<file path="src/rtl/cnn_layer_accel_weight_seq_pkg.sv">
// rtl/cnn_layer_accel_weight_seq_pkg.sv - shared types and gray helpers for the weight sequencer
// Purpose: state enum, 2-bit gray code constants and the gray successor function
//          used by the weight sequence controller and sibling controllers.
// Ports:   none (package).
package cnn_layer_accel_weight_seq_pkg;

  typedef enum logic [1:0] {
    IDLE = 2'd0,
    RUN  = 2'd1,
    DONE = 2'd2
  } state_t;

  localparam logic [1:0] GRAY_0 = 2'b00;
  localparam logic [1:0] GRAY_1 = 2'b01;
  localparam logic [1:0] GRAY_2 = 2'b11;
  localparam logic [1:0] GRAY_3 = 2'b10;

  function automatic logic [1:0] gray_next(input logic [1:0] cur);
    logic [1:0] nxt;
    case (cur)
      GRAY_0:  nxt = GRAY_1;
      GRAY_1:  nxt = GRAY_2;
      GRAY_2:  nxt = GRAY_3;
      default: nxt = GRAY_0;
    endcase
    return nxt;
  endfunction

endpackage

</file>
<file path="src/rtl/cnn_layer_accel_gray_cnt2.sv">
// rtl/cnn_layer_accel_gray_cnt2.sv - 2-bit gray counter with sync reset, clear and enable
// Purpose: steps 00 -> 01 -> 11 -> 10 -> 00 on each enabled cycle.
// Ports:   clk, rst (sync, active-high), clr (sync clear to 00, wins over en),
//          en (advance one step), q (current gray value).
module cnn_layer_accel_gray_cnt2
  import cnn_layer_accel_weight_seq_pkg::*;
(
  input  logic       clk,
  input  logic       rst,
  input  logic       clr,
  input  logic       en,
  output logic [1:0] q
);

  always_ff @(posedge clk) begin
    if (rst || clr) begin
      q <= GRAY_0;
    end else if (en) begin
      q <= gray_next(q);
    end
  end

endmodule

</file>
<file path="src/rtl/cnn_layer_accel_weight_seq_ctrl.sv">
// rtl/cnn_layer_accel_weight_seq_ctrl.sv - weight sequence table lookup sequencer for one tile
// Purpose: walks C_SEQ_LEN slots per pixel over cfg_num_cols x cfg_num_rows pixels,
//          driving gray_code / sequence_selector / seq_data_addr to the weight
//          sequence table, with stall backpressure and a registered-output-aligned valid.
// Optional: WEIGHT_SEQ_CTRL_ABORT_EN adds the abort input (forces IDLE and pulses done).
// Ports:   clk, rst (sync, active-high); start, cfg_num_cols, cfg_num_rows (tile request);
//          stall (freeze); busy, done (status); gray_code, sequence_selector,
//          seq_data_addr, seq_valid (table lookup); wht_addr_valid (seq_valid delayed 1);
//          last_slot (final lookup of the tile).
module cnn_layer_accel_weight_seq_ctrl
  import cnn_layer_accel_weight_seq_pkg::*;
#(
  parameter int C_SEQ_LEN = 5,
  parameter int C_COL_W   = 10,
  parameter int C_ROW_W   = 10
) (
  input  logic               clk,
  input  logic               rst,
  input  logic               start,
  input  logic [C_COL_W-1:0] cfg_num_cols,
  input  logic [C_ROW_W-1:0] cfg_num_rows,
  input  logic               stall,
`ifdef WEIGHT_SEQ_CTRL_ABORT_EN
  input  logic               abort,
`endif
  output logic               busy,
  output logic               done,
  output logic [1:0]         gray_code,
  output logic               sequence_selector,
  output logic [2:0]         seq_data_addr,
  output logic               seq_valid,
  output logic               wht_addr_valid,
  output logic               last_slot
);

  localparam logic [2:0]         LAST_ADDR = 3'(C_SEQ_LEN - 1);
  localparam logic [C_COL_W-1:0] COL_ONE   = 1;
  localparam logic [C_ROW_W-1:0] ROW_ONE   = 1;

  state_t             state;
  logic [C_COL_W-1:0] col;
  logic [C_ROW_W-1:0] row;
  logic [C_COL_W-1:0] cols_q;
  logic [C_ROW_W-1:0] rows_q;

  logic issue;
  logic slot_wrap;
  logic col_wrap;
  logic row_wrap;
  logic abort_hit;

  // A lookup is issued on every non-stalled RUN cycle; the counters below only move on issue.
  assign issue     = (state == RUN) && !stall;
  assign slot_wrap = (seq_data_addr == LAST_ADDR);
  assign col_wrap  = (col == cols_q - COL_ONE);
  assign row_wrap  = (row == rows_q - ROW_ONE);

  assign seq_valid = issue;
  assign last_slot = issue && slot_wrap && col_wrap && row_wrap;

`ifdef WEIGHT_SEQ_CTRL_ABORT_EN
  assign abort_hit = abort && (state != IDLE);
`else
  assign abort_hit = 1'b0;
`endif

  // Gray code steps once per completed row; it is cleared rather than stepped when the
  // tile ends so the table inputs return to their idle values.
  cnn_layer_accel_gray_cnt2 u_gray (
    .clk (clk),
    .rst (rst),
    .clr (last_slot || abort_hit),
    .en  (issue && slot_wrap && col_wrap),
    .q   (gray_code)
  );

  always_ff @(posedge clk) begin
    if (rst) begin
      state             <= IDLE;
      busy              <= 1'b0;
      done              <= 1'b0;
      sequence_selector <= 1'b1;
      seq_data_addr     <= 3'd0;
      col               <= '0;
      row               <= '0;
      cols_q            <= '0;
      rows_q            <= '0;
      wht_addr_valid    <= 1'b0;
    end else begin
      wht_addr_valid <= issue;
      done           <= 1'b0;
      if (abort_hit) begin
        state             <= IDLE;
        busy              <= 1'b0;
        done              <= 1'b1;
        sequence_selector <= 1'b1;
        seq_data_addr     <= 3'd0;
        col               <= '0;
        row               <= '0;
      end else begin
        case (state)
          IDLE: begin
            if (start) begin
              if ((cfg_num_cols != '0) && (cfg_num_rows != '0)) begin
                cols_q <= cfg_num_cols;
                rows_q <= cfg_num_rows;
                busy   <= 1'b1;
                state  <= RUN;
              end else begin
                done  <= 1'b1;
                state <= DONE;
              end
            end
          end
          RUN: begin
            if (issue) begin
              if (slot_wrap) begin
                seq_data_addr <= 3'd0;
                if (col_wrap) begin
                  col               <= '0;
                  sequence_selector <= 1'b1;
                  if (row_wrap) begin
                    row   <= '0;
                    busy  <= 1'b0;
                    done  <= 1'b1;
                    state <= DONE;
                  end else begin
                    row <= row + ROW_ONE;
                  end
                end else begin
                  col               <= col + COL_ONE;
                  sequence_selector <= ~sequence_selector;
                end
              end else begin
                seq_data_addr <= seq_data_addr + 3'd1;
              end
            end
          end
          default: begin
            state <= IDLE;
          end
        endcase
      end
    end
  end

endmodule

</file>
<file path="config.mk">
export PLATFORM = sky130hd
export DESIGN_NAME = cnn_layer_accel_weight_seq_ctrl
export DESIGN_NICKNAME = d
export VERILOG_FILES = /design/src/rtl/cnn_layer_accel_weight_seq_pkg.sv /design/src/rtl/cnn_layer_accel_gray_cnt2.sv /design/src/rtl/cnn_layer_accel_weight_seq_ctrl.sv
export SDC_FILE = /design/constraint.sdc
export NUM_CORES = 1
export LEC_CHECK = 0
export BUFFER_PORTS_ARGS = -buffer_cell sky130_fd_sc_hd__buf_2
export CAP_MARGIN = 20
export CORE_ASPECT_RATIO = 1.5
export CORE_UTILIZATION = 41
export CTS_BUF_LIST = sky130_fd_sc_hd__clkbuf_8
export CTS_CLUSTER_DIAMETER = 30
export DETAILED_ROUTE_END_ITERATION = 8
export MAX_ROUTING_LAYER = met4
export PLACE_DENSITY = 0.62
export SLEW_MARGIN = 15
export SYNTH_ARGS = -nofsm -noshare
export SYNTH_HDL_FRONTEND = slang
export SYNTH_HIERARCHICAL = 1
export SYNTH_SLANG_ARGS = --single-unit
</file>
<file path="constraint.sdc">
create_clock -name clk -period 2.84 [get_ports clk]
set_input_delay 0.426 -clock clk [delete_from_list [all_inputs] [get_ports clk]]
set_output_delay 0.426 -clock clk [all_outputs]
set_load 0.02 [all_outputs]
</file>
==> results.yml <==
clocking:
  number_of_clock_buffers_inserted_by_tritoncts: 5
  tritoncts_clock_tree: "done"
  clk_pin_slew_ps: 100
  cts_num_sinks: 51
  ctsHoldBuffers: 0
  clock-root-buffer: "sky130_fd_sc_hd__clkbuf_8"
  clkLatencyLatePin_ps: 320
  max-clock-path-buffers: 2
  cts_htree_levels: 2
power_and_ir_drop:
  share_seq_of_total_power: 0.487
  comb_power_share: 0.180
  cellLeakagePower_nw: 1.448
  swShare: 0.2755
  p_per_area_mw_per_mm2: 473.2
  internal_power_mw: 1.173
  power_consumption_mw: 1.619
  p_switching_mw: 0.4461
  ir_drop_v: 0.0002096
  power.share.clock: 0.333
timing:
  tightest_slew_ps: 507.9
  final.hold.worst_slack_ps: 278.0
  rsz_0062_raised_after_global_routing: "true"
  setup_violations: 0
  worst_slew_margin_relative_to_its_limit: 0.6588
  finClkSkew_ps: 12.58
  fin_setup_tns_ps: 0
  slew_viol_final: 0
  finalWorstPathRequiredPeriod_ps: 2754
  timing.final.crit_share: 0.9698
  fmax_mhz: 363.1
  final-hold-violation-count: 0
worst_setup_path:
  r2r.worst_path.cells: 8
  crit_end: "last_slot"
  cp_data_required_time_ps: 2410
  critical_path.startpoint_type: "flop"
  path_class: "reg2out"
  timing.critical_path.arrival_ps: 2330
  r2r-start: "cols_q[0]"
  worst_setup_path_startpoint: "cols_q[0]"
  endpoint_kind: "output port"
  rrSetupSlack_ps: 140
  crit_fanout: 6
  r2r-end: "row[9]"
logic_synthesis:
  ys_top_cells_by_area: "sky130_fd_sc_hd__dfxtp_1 (35%), sky130_fd_sc_hd__mux2i_1 (8.2%), sky130_fd_sc_hd__nor2_1 (5.8%)"
  synthesis.nets: 366
  synthesis.area_sq_mm: 0.002915
  synth_edf_count: 0
  synthCells: 336
  yosysUniqueCellTypes: 55
  synth.largest_area_cell: "sky130_fd_sc_hd__dfxtp_1"
  synth_largest_type_area_fraction: 0.3502
  synthesis.yosys.warnings: 6
  async_flop_share: 0
  synth_sequential_area_ratio: 0.3502
  avgSynthCellArea_sq_um: 8.676
  ys.flop_type: "sky130_fd_sc_hd__dfxtp_1"
  synth.ff_latch_count: 51
job:
  max_cap_violations: 0
drt:
  drt-pass1-iter-count: 6
  wl_per_cell_um: 14.61
  violation_count_after_the_first_detailed_routing_iteration: 107
  detail_route.wirelength_mm: 6.617
  detail_route.drc_violations: 0
  route.vias.total: 2492
  vias_per_cell: 5.501
  ant_nets_after_route: 0
global_route:
  grt_pass1_wl_mm: 11.01
  grtUsageTotal: 0.1935
  grt_start_max_net_pins: 32
  globalRoute.totalOverflow: 0
  via_count_of_the_first_global_routing_pass: 2384
  number_of_antenna_violations_at_the_first_check_in_global_routing: 0
floorplanning:
  floorplan.die_area_sq_mm: 0.007459
  initial_utilization: 0.4255
  die-width_um: 70.85
  design.core.area_sq_mm: 0.006852
  placementRows: 37
  die-height_um: 105.3
  top_ports: 35
status:
  status: "finished clean"
worst_hold_path:
  hold_path_startpoint: "stall"
  hold_path.class: "in2reg"
placed_design:
  buffer_ports.inserted: 34
  hpwlAfterDp_mm: 4.845
  routabilityCongestion: 0.8520
  post-place-cells: 442
cells_and_area:
  layout-drive-gt1-share: 0.2107
  antenna_cells_inserted: 0
  stdcell_count: 453
  area_growth_syn_to_layout_pct: 17.38
  final_nets: 404
[cells by family after synthesis]
family | Yosys count | share of synthesized area
simple gates | 153 | 0.2948
flops | 51 | 0.3502
compound gates | 41 | 0.1077
xor+xnor | 33 | 0.09914
buf+inv | 28 | 0.03991
mux | 24 | 0.08240
fa+ha+maj | 6 | 0.02575
[power groups by stage]
stage	registers (mW)	clock network (mW)	logic (mW)
after CTS	0.787	0.556	0.280
after detailed placement	0.803	0	0.270
after floorplan	0.794	0	0.202
after global routing	0.794	0.584	0.323
after global placement	0.802	0	0.268
final	0.788	0.539	0.292
[synthesized netlist by cell type, drive strengths merged, types with 2 or more instances]
library cell,number
nand3b,6
or4b,6
or2,2
nand4bb,4
nand2b,6
xnor2,17
nor3,14
inv,10
a22oi,3
nand4,5
nor4,2
mux2i,24
nand3,16
xor2,16
buf,4
and3,9
ha,6
nor2b,5
a21oi,9
o21a,2
or4,3
a311oi,2
or3,3
o21ai,5
dfxtp,51
nor3b,2
nor2,45
a31oi,6
clkbuf,14
nand2,17
o21bai,2
and2,2
or3b,2
a211oi,3
[registers in the layout (all words and copies together) (netlist names), 2 cells and up]
name and count:
col 10, cols_q 10, row 10, rows_q 10
seq_data_addr 3, state 2, u_gray/q 2
[what timing repair did]
| item | in CTS | in global routing |
|---|---|---|
| setup buffers | 2 | 1 |
| pin swaps | 2 | 6 |
| gates resized for setup | 8 | 10 |
| setup endpoints to repair | 1 | 1 |
[area by class of cell]
class,count,area [sq um]
Multi-Input combinational cell,257,1843
Inverter,10,37.54
Tap cell,78,97.59
Fill cell,665,3430
Timing Repair Buffer,49,297.8
Clock inverter,2,35.03
Clock buffer,6,82.58
Sequential cell,51,1028
[routing by layer]
metal,GRT usage,up-vias,wire (um)
li1,-,1264,-
met5,-,-,0
met1,0.1945,1195,2605
met4,0.07286,0,125
met2,0.3668,24,3747
met3,0.03155,9,138
[stage by stage]
step / util / worst slack (ps) / area [sq um]
detailed placement: 0.4684 / 83.40 / 3209
global route: 0.4995 / -7.972 / 3422
floorplan: - / 120.1 / 2918
finish: 0.4995 / 85.68 / 3422
CTS: 0.4918 / 5.844 / 3369
global placement: 0.4684 / 132.4 / 3209
[how the worst min path moves through the flow]
stage          cells past startpoint           endpoint
2_1_floorplan                      2             row[1]
3_3_place_gp                       2  sequence_selector
3_5_place_dp                       2  sequence_selector
4_1_cts                            2     wht_addr_valid
5_1_grt                            2     wht_addr_valid
6_report                           2     wht_addr_valid
[cell usage in the layout, fill, tap and decap left out, drive strengths merged, types with 2 or more instances in the layout]
master	n
a211oi	3
a21oi	9
a22oi	3
a311oi	2
a31oi	6
and2	2
and3	9
buf	49
clkbuf	6
dfxtp	51
ha	6
inv	10
mux2i	24
nand2	17
nand2b	6
nand3	16
nand3b	6
nand4	5
nand4bb	4
nor2	45
nor2b	5
nor3	14
nor3b	2
nor4	2
o21a	2
o21ai	5
o21bai	2
or2	2
or3	3
or3b	2
or4	3
or4b	6
xnor2	17
xor2	16
[critical path, cell delays in order, from the launching register on]
cell                      delay, ps
sky130_fd_sc_hd__dfxtp_4        380
sky130_fd_sc_hd__or2_4          280
sky130_fd_sc_hd__or4b_1         510
sky130_fd_sc_hd__a31o_1         260
sky130_fd_sc_hd__a22oi_4        170
sky130_fd_sc_hd__nand4_4        150
sky130_fd_sc_hd__nor2_4         130
sky130_fd_sc_hd__buf_4          150
Power figures use the tool's default switching activity.
